[src/rtl/bist_sequencer.sv]
// ============================================================================
// bist_sequencer : LFSR stimulus / MISR signature BIST controller for a
// combinational DUT. Optional abort input enabled by BIST_ABORT_EN.
// Revision: 1.0 - initial release
// ============================================================================
`default_nettype none

module bist_sequencer #(
  parameter int               IN_W       = 8,
  parameter int               OUT_W      = 8,
  parameter int               NUM_VEC    = 256,
  parameter int               SETTLE_CYC = 4,
  parameter logic [IN_W-1:0]  LFSR_POLY  = 8'hB8,
  parameter logic [OUT_W-1:0] MISR_POLY  = 8'h1D
) (
  input  logic             clk,
  input  logic             rst_n,
  input  logic             start,
  input  logic [IN_W-1:0]  seed,
  input  logic [OUT_W-1:0] expected,
`ifdef BIST_ABORT_EN
  input  logic             abort,
`endif
  output logic [IN_W-1:0]  dut_in,
  input  logic [OUT_W-1:0] dut_out,
  output logic             busy,
  output logic             done,
  output logic             pass,
  output logic [OUT_W-1:0] signature
);

  localparam int c_VEC_W = $clog2(NUM_VEC + 1);
  localparam int c_SET_W = $clog2(SETTLE_CYC + 1);
  localparam logic [c_VEC_W-1:0] c_VEC_LAST = c_VEC_W'(NUM_VEC - 1);
  localparam logic [c_SET_W-1:0] c_SET_LAST = c_SET_W'(SETTLE_CYC - 1);

  typedef enum logic [1:0] {
    ST_IDLE    = 2'd0,
    ST_SETTLE  = 2'd1,
    ST_CAPTURE = 2'd2,
    ST_DONE    = 2'd3
  } state_t;

  state_t             r_state;
  state_t             w_next_state;
  logic [IN_W-1:0]    r_lfsr;
  logic [OUT_W-1:0]   r_sig;
  logic [c_VEC_W-1:0] r_vec;
  logic [c_SET_W-1:0] r_set;
  logic               r_pass;
  logic               r_aborted;

  logic               w_abort;
  logic               w_load;
  logic               w_capture;
  logic               w_last;
  logic               w_abort_now;
  logic [IN_W-1:0]    w_seed;
  logic [IN_W-1:0]    w_lfsr_next;
  logic [OUT_W-1:0]   w_sig_next;

`ifdef BIST_ABORT_EN
  assign w_abort = abort;
`else
  assign w_abort = 1'b0;
`endif

  // An all-zero Galois LFSR never leaves zero, so substitute 1.
  assign w_seed      = (seed == '0) ? {{(IN_W-1){1'b0}}, 1'b1} : seed;
  assign w_lfsr_next = (r_lfsr >> 1) ^ (r_lfsr[0] ? LFSR_POLY : '0);
  assign w_sig_next  = {r_sig[OUT_W-2:0], 1'b0}
                     ^ (r_sig[OUT_W-1] ? MISR_POLY : '0)
                     ^ dut_out;

  always_comb begin
    w_next_state = r_state;
    w_load       = 1'b0;
    w_capture    = 1'b0;
    w_last       = 1'b0;
    w_abort_now  = 1'b0;
    case (r_state)
      ST_IDLE, ST_DONE: begin
        if (start) begin
          w_next_state = ST_SETTLE;
          w_load       = 1'b1;
        end
      end
      ST_SETTLE: begin
        if (w_abort) begin
          w_next_state = ST_DONE;
          w_abort_now  = 1'b1;
        end else if (r_set == c_SET_LAST) begin
          w_next_state = ST_CAPTURE;
        end
      end
      ST_CAPTURE: begin
        if (w_abort) begin
          w_next_state = ST_DONE;
          w_abort_now  = 1'b1;
        end else begin
          w_capture = 1'b1;
          if (r_vec == c_VEC_LAST) begin
            w_last       = 1'b1;
            w_next_state = ST_DONE;
          end else begin
            w_next_state = ST_SETTLE;
          end
        end
      end
      default: w_next_state = ST_IDLE;
    endcase
  end

  always_ff @(posedge clk) begin
    if (!rst_n) begin
      r_state   <= ST_IDLE;
      r_lfsr    <= '0;
      r_sig     <= '0;
      r_vec     <= '0;
      r_set     <= '0;
      r_pass    <= 1'b0;
      r_aborted <= 1'b0;
    end else begin
      r_state <= w_next_state;
      if (w_load) begin
        r_lfsr    <= w_seed;
        r_sig     <= '0;
        r_vec     <= '0;
        r_set     <= '0;
        r_pass    <= 1'b0;
        r_aborted <= 1'b0;
      end else if (w_abort_now) begin
        r_aborted <= 1'b1;
        r_pass    <= 1'b0;
      end else if (w_capture) begin
        r_sig  <= w_sig_next;
        r_lfsr <= w_lfsr_next;
        r_vec  <= r_vec + 1'b1;
        r_set  <= '0;
        // Registered so pass is already valid on the cycle done rises.
        r_pass <= w_last && (w_sig_next == expected);
      end else if (r_state == ST_SETTLE) begin
        r_set <= r_set + 1'b1;
      end else if (r_state == ST_DONE) begin
        r_pass <= !r_aborted && (r_sig == expected);
      end
    end
  end

  assign dut_in    = r_lfsr;
  assign signature = r_sig;
  assign pass      = r_pass;
  assign busy      = (r_state == ST_SETTLE) || (r_state == ST_CAPTURE);
  assign done      = (r_state == ST_DONE);

endmodule

`default_nettype wire

[config.mk]
export PLATFORM = sky130hd
export DESIGN_NAME = bist_sequencer
export DESIGN_NICKNAME = d
export VERILOG_FILES = /design/src/rtl/bist_sequencer.sv
export SDC_FILE = /design/constraint.sdc
export NUM_CORES = 1
export LEC_CHECK = 0
export CORE_AREA = 2 2 76 78
export DETAILED_ROUTE_END_ITERATION = 7
export DIE_AREA = 0 0 78 80
export SETUP_SLACK_MARGIN = 0.2
export SLEW_MARGIN = 20
export SYNTH_ARGS = -nofsm -noshare
export SYNTH_HDL_FRONTEND = slang
export SYNTH_SLANG_ARGS = --single-unit
[constraint.sdc]
create_clock -name clk -period 2.08 [get_ports clk]
set_input_delay 0.312 -clock clk [delete_from_list [all_inputs] [get_ports clk]]
set_output_delay 0.312 -clock clk [all_outputs]
set_load 0.1 [all_outputs]
==> results.md <==
- Fin nets: ~270
- Core area: approximately 5400 um2
- Syn Nets: 224
- Routed Antenna Nets: 0
- First-pass GRT wire length: roughly 6400 um
- Synth cell types: 34
- Initial Utilization: a little under a third
- Pre-antenna DRT Iters: 4
- Critical path buffer and inverter count: 4
- Nature of the critical path startpoint: register
- WHS: just under 500 ps
- R2R setup slack: around 470 ps
- DR iter-0 viols: between 50 and 60
- Diode count: 0
- Max-cap violation count: 0
- Max Slew Vio Count: 0
- Start point of the critical path: r_state[0]$_SDFFE_PN0P_
- # port buffers: 45
- Final Hold Fails: 0
- Hold Path Origin: r_vec[5]$_SDFFE_PP0P_
- Worst clock skew: 4.01 ps
- Design area: 2330 um2
- Synth Flop Type: dfxtp_1
- Static Leak: between 0.8 and 0.9 nW
- I/O Pins: between 40 and 50
- Mapped Cells: 190
- Peak VDD IR: between 0.3 and 0.4 mV
- Worst Path Arrival: about 1400 ps
- Max incr delay on CP: 370 ps
- Synthesized area: ~1700 um2
- CTS H-Tree Depth: 2
- RSZ-0062 raised after global routing: false
- Final period util: between 80% and 90%
- CP max-delay cell: dfxtp_1
- Cell total after placement: 303
- Fin Setup TNS: 0 ps
- Power Density: ~640 nW/um2
- Die width: around 80 um
- Max clock buf depth: 2
- Antenna violations before repair: 0
- Final setup vio count: 0
- Clock root buffer: clkbuf_8
- Post-synth EDFFs: 0
- Relative slew slack: between 70% and 80%
- Crit path max-delay family: buffers and inverters
- Crit end category: primary output
- Via count: about 1,400
- Placed Area: 2220 um2
- RR Startpoint: r_state[0]$_SDFFE_PN0P_
- # DRC: 0
- Overflow after GRT: 0
- #FFs+latches synth: 31
- Post-Route WL: approximately 3700 um
- Fmax: between 500 and 600 MHz
- Worst slew pin tran: slightly below 400 ps
- Status: finished, final reports clean
- WL/cell: 12.0 um
- Worst hold path type: register to register
- # clock sinks: 31
- Vias per cell: roughly 4.6
- Syn Area/Cell: 9.02 um2
- YS warnings: 0
- CTS Hold Bufs: 0
- # rows: 27
- Crit path max fanout: 5
- HPWL after DPL: roughly 2800 um
- Most frequent cells in the layout: dfxtp_1, xnor2_1, clkdlybuf4s50_1, buf_4, nor2_1
- RePlAce Congestion: around 0.85
- Util after Layout: 43.1%
- Crit path cell chain: inv_1 > ha_1 > buf_4 > clkinvlp_4 > buf_12
- Non-filler instance count after layout: about 310
- Share of layout cells above drive strength 1: approximately 16%
- Tot GR Track Use: a little over an eighth
- WS Path Type: register to primary output
- Final min period: around 1800 ps
- CP required: around 1800 ps
- Num CTS Buffers: 5
- Commonest non-fill, non-tap cell in the layout: dfxtp_1
- Largest net degree at the start of global routing: 21
- Die ar.: 6240 um2
- Sequential-to-total area share from yosys stat: 36.2%
- Vias in the first global route: between 1,000 and 1,500
- Clock Pin Slew Worst Setup and Hold Paths: 60 ps
- Clk_lat worst skew: about 280 ps
- CTS tree: yes
- Post-synth ARST share: 0%
- Die Ht: about 80 um
- P&R area growth vs syn: 35.9%
through the flow:
step	worst slack, ps	total power, W
6_report	326	0.00148
5_1_grt	243	0.00156
4_1_cts	305	0.00150
3_5_place_dp	271	0.000978
3_3_place_gp	319	0.000978
2_1_floorplan	108	0.000859
final cells by class:
cell class | instances | area (um2)
clock buffer | 8 | 100
fill | 557 | 3080
tap | 72 | 90.1
timing repair buffer | 52 | 468
multi-input combinational | 140 | 1010
inverter | 8 | 33.8
sequential | 31 | 622
worst paths after layout:
path | to | depth (start not counted)
setup reg to reg | r_vec[7]$_SDFFE_PP0P_ | 5
hold / removal | r_vec[5]$_SDFFE_PP0P_ | 2
hold reg to reg | r_vec[5]$_SDFFE_PP0P_ | 2
setup / recovery | busy | 5
flip-flops by register name, summed over array words and instances, names as in the netlist:
register / count
r_vec: 9
dut_in: 8
signature: 8
r_set: 3
r_state: 2
pass: 1
logic make-up (layout without fill, tap and decap cells):
kind of cell / count (synthesis) / count (layout) / synth area share [%]
buffers and inverters: 19 / 68 / 4.75
AO/OA/AOI/OAI: 29 / 29 / 12.4
AND/OR/NAND/NOR: 57 / 57 / 15.6
flip-flops: 31 / 31 / 36.2
adder cells (fa/ha/maj): 7 / 7 / 5.11
multiplexers: 10 / 10 / 5.84
XOR/XNOR: 37 / 37 / 20.0
Yosys cell counts (2+ instances only):
master	count	area (um2)
a21boi_0	3	22.5
nor3_1	4	20.0
nand2_1	14	52.6
inv_1	8	30.0
a21oi_1	4	20.0
xor2_1	10	87.6
a211oi_1	6	45.0
o211a_1	4	40.0
clkbuf_1	6	22.5
mux2i_1	10	100
buf_1	2	7.51
nor2_1	20	75.1
ha_1	7	87.6
dfxtp_1	31	621
nand3_1	5	25.0
or3_1	2	12.5
o21ai_0	4	20.0
nand4_1	4	25.0
o211ai_1	3	22.5
and2_1	2	12.5
nor2b_1	2	12.5
xnor2_1	26	228
buf_2	2	10.0
report_power, final:
group,total [W],internal (W),switching (W),leakage [nW]
Combinational,0.000332,0.000131,0.000200,0.571
Sequential,0.000631,0.000613,0.0000184,0.252
Clock,0.000518,0.000302,0.000216,0.0515
Total,0.00148,0.00105,0.000435,0.875
repair_timing:
action | CTS | global route
buffers inserted | 0 | 0
gates resized for setup | 0 | 1
endpoints found under the setup margin | 0 | 1
worst reg2reg max path, delay by kind of cell (launching register included):
| kind | cells | cell delay (ps) |
|---|---|---|
| adder cells (fa/ha/maj) | 1 | 380 |
| buffers and inverters | 1 | 60 |
| AO/OA/AOI/OAI | 1 | 140 |
| AND/OR/NAND/NOR | 2 | 630 |
| flip-flops | 1 | 330 |
layer usage:
layer / GRT usage, % / wire (um) / vias to the layer above
li1: - / - / 744
met1: 17.7 / 1840 / 643
met2: 19.8 / 1610 / 40
met3: 4.30 / 243 / 5
met4: 3.68 / 37 / 0
met5: 0 / 0 / -
Note: power is estimated with default switching activity, not from simulation.
